--- config.mk ---
export PLATFORM = sky130hd
export DESIGN_NAME = button_debounce_counter_flat
export DESIGN_NICKNAME = d
export VERILOG_FILES = /design/src/rtl/button_debounce_counter_pkg.sv /design/src/rtl/button_debounce_counter_if.sv /design/src/rtl/button_debounce_counter_sync.sv /design/src/rtl/button_debounce_counter.sv /design/src/flat_wrapper.sv
export SDC_FILE = /design/constraint.sdc
export NUM_CORES = 1
export LEC_CHECK = 0
export BUFFER_PORTS_ARGS = -buffer_cell sky130_fd_sc_hd__buf_4
export CAP_MARGIN = 20
export CORE_UTILIZATION = 59
export CTS_CLUSTER_DIAMETER = 200
export DETAILED_ROUTE_END_ITERATION = 6
export GPL_TIMING_DRIVEN = 0
export PLACE_DENSITY = 0.8
export SLEW_MARGIN = 20
export SYNTH_ARGS = -nofsm -noshare
export SYNTH_HDL_FRONTEND = slang
export SYNTH_HIERARCHICAL = 1
export SYNTH_SLANG_ARGS = --single-unit
--- constraint.sdc ---
create_clock -name clk -period 3.4 [get_ports clk]
set_clock_uncertainty 0.15 [all_clocks]
set_input_delay 0.51 -clock clk [delete_from_list [all_inputs] [get_ports clk]]
set_output_delay 0.51 -clock clk [all_outputs]
set_load 0.01 [all_outputs]
--- src/rtl/button_debounce_counter_pkg.sv ---
// Shared types and constants for the pushbutton debounce / press-counter block.
package btn_pkg;

  typedef enum logic [1:0] {
    IDLE        = 2'd0,
    DEB_PRESS   = 2'd1,
    PRESSED     = 2'd2,
    DEB_RELEASE = 2'd3
  } deb_state_t;

  localparam int DEF_SYNC_STAGES   = 2;
  localparam int DEF_STABLE_CYCLES = 50000;
  localparam int DEF_LONG_CYCLES   = 25000000;
  localparam int DEF_COUNT_W       = 8;

  // Short timings so simulations finish in a few thousand cycles.
  localparam int SIM_STABLE_CYCLES = 4;
  localparam int SIM_LONG_CYCLES   = 20;

endpackage

--- src/rtl/button_debounce_counter_if.sv ---
// Signal bundle between the pushbutton block and its user logic.
interface button_debounce_counter_if #(
  parameter int COUNT_W = 8
) ();
  import btn_pkg::*;

  // No valid/ready: inputs are sampled every clock, outputs are registered
  // levels or single-cycle pulses that the consumer must catch when high.
  logic               i_btn_in;
  logic               i_clear_count;
  logic               o_btn_level;
  logic               o_press_pulse;
  logic               o_release_pulse;
  logic               o_long_pulse;
  logic [COUNT_W-1:0] o_press_count;
  deb_state_t         o_state;

  modport master (
    output i_btn_in, i_clear_count,
    input  o_btn_level, o_press_pulse, o_release_pulse, o_long_pulse,
           o_press_count, o_state
  );

  modport slave (
    input  i_btn_in, i_clear_count,
    output o_btn_level, o_press_pulse, o_release_pulse, o_long_pulse,
           o_press_count, o_state
  );

endinterface

--- src/rtl/button_debounce_counter_sync.sv ---
// Multi-flop synchroniser for an asynchronous single-bit input; resets to 0.
module input_synchronizer #(
  parameter int STAGES = 2
) (
  input  logic clk,
  input  logic rst,
  input  logic d,
  output logic q
);

  logic [STAGES-1:0] r_sync;

  always_ff @(posedge clk or posedge rst) begin
    if (rst) r_sync <= '0;
    else     r_sync <= {r_sync[STAGES-2:0], d};
  end

  assign q = r_sync[STAGES-1];

endmodule

--- src/rtl/button_debounce_counter.sv ---
// Debounces a raw pushbutton into a clean level, press/release/long-hold
// pulses and a wrapping press counter.
module button_debounce_counter
  import btn_pkg::*;
#(
  parameter int SYNC_STAGES   = DEF_SYNC_STAGES,
  parameter int STABLE_CYCLES = DEF_STABLE_CYCLES,
  parameter int LONG_CYCLES   = DEF_LONG_CYCLES,
  parameter int COUNT_W       = DEF_COUNT_W
) (
  input logic clk,
  input logic rst,
  button_debounce_counter_if.slave bus
);

  localparam int STABLE_W = $clog2(STABLE_CYCLES);
  localparam int HOLD_W   = $clog2(LONG_CYCLES);
  localparam logic [STABLE_W-1:0] STABLE_LAST = STABLE_W'(STABLE_CYCLES - 1);
  localparam logic [HOLD_W-1:0]   HOLD_LAST   = HOLD_W'(LONG_CYCLES - 1);

  logic               w_btn_sync;
  deb_state_t         r_state;
  deb_state_t         w_next_state;
  logic [STABLE_W-1:0] r_cnt;
  logic [HOLD_W-1:0]  r_hold_cnt;
  logic               r_long_done;
  logic               r_btn_level;
  logic               r_press_pulse;
  logic               r_release_pulse;
  logic               r_long_pulse;
  logic [COUNT_W-1:0] r_press_count;
  logic               w_cnt_done;
  logic               w_cnt_clear;
  logic               w_cnt_inc;
  logic               w_accept_press;
  logic               w_accept_release;
  logic               w_hold_active;

  input_synchronizer #(.STAGES(SYNC_STAGES)) u_sync (
    .clk (clk),
    .rst (rst),
    .d   (bus.i_btn_in),
    .q   (w_btn_sync)
  );

  assign w_cnt_done = (r_cnt == STABLE_LAST);

  always_ff @(posedge clk or posedge rst) begin
    if (rst) r_state <= IDLE;
    else     r_state <= w_next_state;
  end

  always_comb begin
    w_next_state = r_state;
    case (r_state)
      IDLE:        if (w_btn_sync) w_next_state = DEB_PRESS;
      DEB_PRESS:   if (!w_btn_sync) w_next_state = IDLE;
                   else if (w_cnt_done) w_next_state = PRESSED;
      PRESSED:     if (!w_btn_sync) w_next_state = DEB_RELEASE;
      DEB_RELEASE: if (w_btn_sync) w_next_state = PRESSED;
                   else if (w_cnt_done) w_next_state = IDLE;
      default:     w_next_state = IDLE;
    endcase
  end

  always_comb begin
    w_cnt_clear      = 1'b0;
    w_cnt_inc        = 1'b0;
    w_accept_press   = 1'b0;
    w_accept_release = 1'b0;
    case (r_state)
      IDLE:        w_cnt_clear = w_btn_sync;
      DEB_PRESS:   if (w_btn_sync) begin
                     if (w_cnt_done) w_accept_press = 1'b1;
                     else            w_cnt_inc      = 1'b1;
                   end
      PRESSED:     w_cnt_clear = !w_btn_sync;
      DEB_RELEASE: if (!w_btn_sync) begin
                     if (w_cnt_done) w_accept_release = 1'b1;
                     else            w_cnt_inc        = 1'b1;
                   end
      default:     ;
    endcase
  end

  // A bounce back into PRESSED keeps the hold timer running.
  assign w_hold_active = ((r_state == PRESSED) || (r_state == DEB_RELEASE)) && !r_long_done;

  always_ff @(posedge clk or posedge rst) begin
    if (rst) begin
      r_cnt           <= '0;
      r_hold_cnt      <= '0;
      r_long_done     <= 1'b0;
      r_btn_level     <= 1'b0;
      r_press_pulse   <= 1'b0;
      r_release_pulse <= 1'b0;
      r_long_pulse    <= 1'b0;
      r_press_count   <= '0;
    end else begin
      r_press_pulse   <= w_accept_press;
      r_release_pulse <= w_accept_release;
      r_long_pulse    <= 1'b0;

      if (w_cnt_clear)    r_cnt <= '0;
      else if (w_cnt_inc) r_cnt <= r_cnt + STABLE_W'(1);

      if (w_accept_press)        r_btn_level <= 1'b1;
      else if (w_accept_release) r_btn_level <= 1'b0;

      if (w_accept_press) begin
        r_hold_cnt  <= '0;
        r_long_done <= 1'b0;
      end else if (w_hold_active) begin
        if (r_hold_cnt == HOLD_LAST) begin
          r_long_pulse <= 1'b1;
          r_long_done  <= 1'b1;
        end else begin
          r_hold_cnt <= r_hold_cnt + HOLD_W'(1);
        end
      end

      // Clear takes effect before a coincident press is counted.
      if (w_accept_press)
        r_press_count <= (bus.i_clear_count ? '0 : r_press_count) + COUNT_W'(1);
      else if (bus.i_clear_count)
        r_press_count <= '0;
    end
  end

  assign bus.o_btn_level     = r_btn_level;
  assign bus.o_press_pulse   = r_press_pulse;
  assign bus.o_release_pulse = r_release_pulse;
  assign bus.o_long_pulse    = r_long_pulse;
  assign bus.o_press_count   = r_press_count;
  assign bus.o_state         = r_state;

endmodule

--- src/flat_wrapper.sv ---
// flat-port wrapper written by rule: the top's interface ports become plain ports
module button_debounce_counter_flat import btn_pkg::*;
#(
  parameter int SYNC_STAGES   = DEF_SYNC_STAGES,
  parameter int STABLE_CYCLES = DEF_STABLE_CYCLES,
  parameter int LONG_CYCLES   = DEF_LONG_CYCLES,
  parameter int COUNT_W       = DEF_COUNT_W
)
  (clk, rst, bus_i_btn_in, bus_i_clear_count, bus_o_btn_level, bus_o_press_pulse, bus_o_release_pulse, bus_o_long_pulse, bus_o_press_count, bus_o_state);
  button_debounce_counter_if #(.COUNT_W(COUNT_W)) bus_i ();
  input logic clk;
  input logic rst;
  input wire logic [$bits(bus_i.i_btn_in)-1:0] bus_i_btn_in;
  input wire logic [$bits(bus_i.i_clear_count)-1:0] bus_i_clear_count;
  output wire logic [$bits(bus_i.o_btn_level)-1:0] bus_o_btn_level;
  output wire logic [$bits(bus_i.o_press_pulse)-1:0] bus_o_press_pulse;
  output wire logic [$bits(bus_i.o_release_pulse)-1:0] bus_o_release_pulse;
  output wire logic [$bits(bus_i.o_long_pulse)-1:0] bus_o_long_pulse;
  output wire logic [$bits(bus_i.o_press_count)-1:0] bus_o_press_count;
  output wire logic [$bits(bus_i.o_state)-1:0] bus_o_state;
  assign bus_i.i_btn_in = bus_i_btn_in;
  assign bus_i.i_clear_count = bus_i_clear_count;
  assign bus_o_btn_level = bus_i.o_btn_level;
  assign bus_o_press_pulse = bus_i.o_press_pulse;
  assign bus_o_release_pulse = bus_i.o_release_pulse;
  assign bus_o_long_pulse = bus_i.o_long_pulse;
  assign bus_o_press_count = bus_i.o_press_count;
  assign bus_o_state = bus_i.o_state;
  button_debounce_counter #(.SYNC_STAGES(SYNC_STAGES), .STABLE_CYCLES(STABLE_CYCLES), .LONG_CYCLES(LONG_CYCLES), .COUNT_W(COUNT_W)) u_core (.clk(clk), .rst(rst), .bus(bus_i));
endmodule
==> key figures <==
Status
  – Status: finished clean

Yosys
  – Area share of the largest cell type after synthesis: 47.7%
  – Syn nets: 322
  – Predominant post-synthesis flop cell: dfrtp_1
  – Post-synth EDFFs: 0
  – Avg Synthesized Cell Area: 9.65 um^2
  – YS warnings: 6
  – Area leader, netlist: dfrtp_1
  – Asr flop ratio synth: 100%
  – Synth cell types: 56
  – Synth Register Bits: 58
  – Cells after synthesis: 315
  – Synth area leaders: dfrtp_1 48%, nand2_1 3.8%, nor2_1 3.2%
  – Cell Area, Synth: 0.00304 mm^2
  – Register area share after synthesis: 47.7%

Worst setup path
  – Worst-path cell chain: or4_2, nor4_1, nand4_2, nor3_1, mux2_2
  – CP Buf/Inv Count: 0
  – Worst setup EP type: flop
  – Cell family with most CP delay: simple AND/OR/NAND/NOR gates
  – Critical path origin: u_core/r_cnt[4]
  – Critical Path Slowest Stage Cell: or4_2
  – CP startpoint kind: flop
  – Crit path DAT: 3.02 ns
  – Crit Reg-Reg Startpoint: u_core/r_cnt[4]
  – Levels on crit path: 5
  – Critical path endpoint: u_core/bus.o_press_count[7]
  – CP Data Required Time: 3.48 ns
  – CP peak stage delay: 0.69 ns
  – R2R depth: 5
  – R2r setup slk: 0.46 ns
  – Worst Setup Path Type: reg2reg
  – Reg2reg end: u_core/bus.o_press_count[7]
  – CP max FO: 10

Placed design
  – Setup WS pre-CTS: 0.499 ns
  – I/O Buffers: 16
  – DP Area: 0.00325 mm^2
  – Placed cells: 398
  – Routability cong.: 0.865
  – DP HPWL: 4430 um

Floorplan
  – Die W: 73.8 um
  – Die height: 73.8 um
  – # rows: 25
  – Starting density of the core: 62.7%
  – # IOs: 18
  – Core box area: 0.00485 mm^2
  – DIE AREA: 0.00544 mm^2

Pwr
  – Power per cell area: 400 mW/mm^2
  – Switching Share: 21.4%
  – Net Switching: 296 uW
  – Combinational group share of total power: 3.3%
  – Sequential share of power: 50.8%
  – Clock power frac: 45.9%
  – Pint: 1.09 mW
  – Worst VDD drop: 0.319 mV
  – Leakage: 1.55 nW

STA
  – Unrepaired setup endpoints after global routing: false
  – Max-slew violations: 0
  – Worst-Margin Slew: 0.893 ns
  – # setup viols final: 0
  – Sum of negative setup slack: 0 ns
  – Fmax: 340 MHz
  – Worst setup margin: 0.456 ns
  – Worst slew margin: 39.6%
  – Min cycle time layout: 2.94 ns
  – Period utilization: 86.6%
  – Final Hold Fails: 0

Cells and area
  – NumNets Final: 350
  – Filler instances: 378
  – Commonest non-fill, non-tap cell in the layout: dfrtp_1
  – Finished Cell Area: 0.00345 mm^2
  – Share of layout cells above drive strength 1: 14.9%
  – Final cell count without fillers: 415
  – # diodes: 0
  – Most frequent cells in the layout: 58 x dfrtp_1, 31 x nand2_1, 26 x nor2_1
  – Synthesis-to-finish area growth: 13.6%
  – Final core utilization: 71.3%

Run
  – Maxcap violations: 0

Detailed routing
  – Post-DRT Antenna Nets: 0
  – Vias/cell: 6.15
  – Final wirelength: 6580 um
  – Via count: 2,554
  – DRC errors left: 0
  – DR WL/cell: 15.9 um
  – Drt first-iter violations: 174
  – Drt first pass iters: 4

Global route
  – Total GRT Usage: 26.9%
  – Vias in the first global route: 2,327
  – Largest net degree at the start of global routing: 57
  – Initial antenna violation count: 0
  – GRT overflow: 0
  – First-pass GRT wire length: 10,700 um

Worst hold path
  – Hold path startpoint: bus_i_btn_in
  – Hold WC Path Type: in2reg

Clocking
  – Root buffer cell: clkbuf_8
  – Clk buf depth: 2
  – CTS H-tree depth: 3
  – Clk_lat worst skew: 0.34 ns
  – Total CTS buffers: 9
  – CTS tree: yes
  – CTS clock-pin slew for the worst setup and hold paths: 0.06 ns
  – Clk sink count: 58
==> metrics by stage <==
| step | power, mW | hold WS (ns) |
|---|---|---|
| 2_1_floorplan | 0.744 | 0.101 |
| 3_3_place_gp | 0.757 | 0.186 |
| 3_5_place_dp | 0.760 | 0.194 |
| 4_1_cts | 1.40 | 0.108 |
| 5_1_grt | 1.44 | 0.118 |
| 6_report | 1.38 | 0.132 |
==> cell families (layout without fill, tap and decap cells) <==
group	Yosys count	after routing	share of synthesized area (%)
mux	8	8	2.76
compound gates	64	64	13.6
buf+inv	21	54	3.04
fa+ha+maj	3	3	1.23
simple gates	145	145	27.0
xor+xnor	16	16	4.61
flops	58	58	47.7
==> area by class of cell <==
type	count	area, um^2	area share (%)
well taps	67	83.8	2.43
multi-input cells	236	1500	43.3
clock inverters	2	35.0	1.01
flip-flops and latches	58	1450	42.0
repair buffers	17	130	3.77
inverters	10	40.0	1.16
plain buffers	11	55.1	1.59
clock buffers	14	163	4.71
==> power by group through the flow <==
stage	Clock (mW)	Combinational [mW]	Sequential [mW]
after detailed placement	0	0.0459	0.714
after CTS	0.654	0.0470	0.702
after floorplan	0	0.0311	0.713
final	0.634	0.0461	0.702
after global routing	0.682	0.0527	0.702
after global placement	0	0.0428	0.714
==> synthesized netlist by cell type (2+ instances only) <==
| master | instances |
|---|---|
| ha_1 | 3 |
| mux2i_1 | 5 |
| nand2_1 | 31 |
| o211ai_1 | 10 |
| nand3_1 | 16 |
| and3_1 | 9 |
| nor2b_1 | 5 |
| and3_2 | 2 |
| mux2_2 | 3 |
| nor4_1 | 3 |
| or4b_2 | 2 |
| xnor2_1 | 5 |
| o21ai_0 | 16 |
| or3_1 | 7 |
| o21a_1 | 2 |
| o31ai_1 | 11 |
| nand2b_1 | 2 |
| inv_1 | 10 |
| and4_1 | 3 |
| dfrtp_1 | 58 |
| nor4bb_1 | 2 |
| or4_1 | 6 |
| clkbuf_1 | 6 |
| nor2_1 | 26 |
| a21oi_1 | 14 |
| and2_1 | 3 |
| nor3_1 | 4 |
| or2_2 | 2 |
| nand4_1 | 12 |
| xor2_1 | 11 |
==> sequential cells by signal, summed over array words and instances, names as in the netlist, named ones only <==
signal and flops:
u_core/r_hold_cnt 25, u_core/bus.o_long_pulse 1, u_core/bus.o_release_pulse 1, u_core/bus.o_press_pulse 1
u_core/u_sync/r_sync 2, u_core/r_long_done 1, u_core/r_cnt 16, u_core/bus.o_btn_level 1
u_core/bus.o_state 1, u_core/bus.o_press_count 8
==> per-layer routing <==
layer	wire (um)	GRT usage, %	part of all wire, %	vias to the layer above
met5	0	0	0	-
met4	104	13.2	1.6	0
met3	424	8.78	6.4	11
met2	3060	39.6	47	81
met1	2990	35.8	45	1250
li1	-	-	-	1212
==> how the worst min path moves through the flow <==
stage                               to  slack [ns]  cells past startpoint
6_report       u_core/u_sync/r_sync[0]        0.13                      1
3_5_place_dp   u_core/u_sync/r_sync[1]        0.19                      0
3_3_place_gp   u_core/u_sync/r_sync[1]        0.19                      0
2_1_floorplan  u_core/u_sync/r_sync[0]        0.10                      1
4_1_cts        u_core/u_sync/r_sync[0]        0.11                      1
5_1_grt        u_core/u_sync/r_sync[0]        0.12                      1
==> repair_timing <==
item / in CTS / in global routing
resized for setup: 0 / 0
buffers inserted: 0 / 0
hold endpoints to repair: 2 / 0
hold buffers: 1 / 0
No activity file was read; power rests on OpenSTA's default activity.
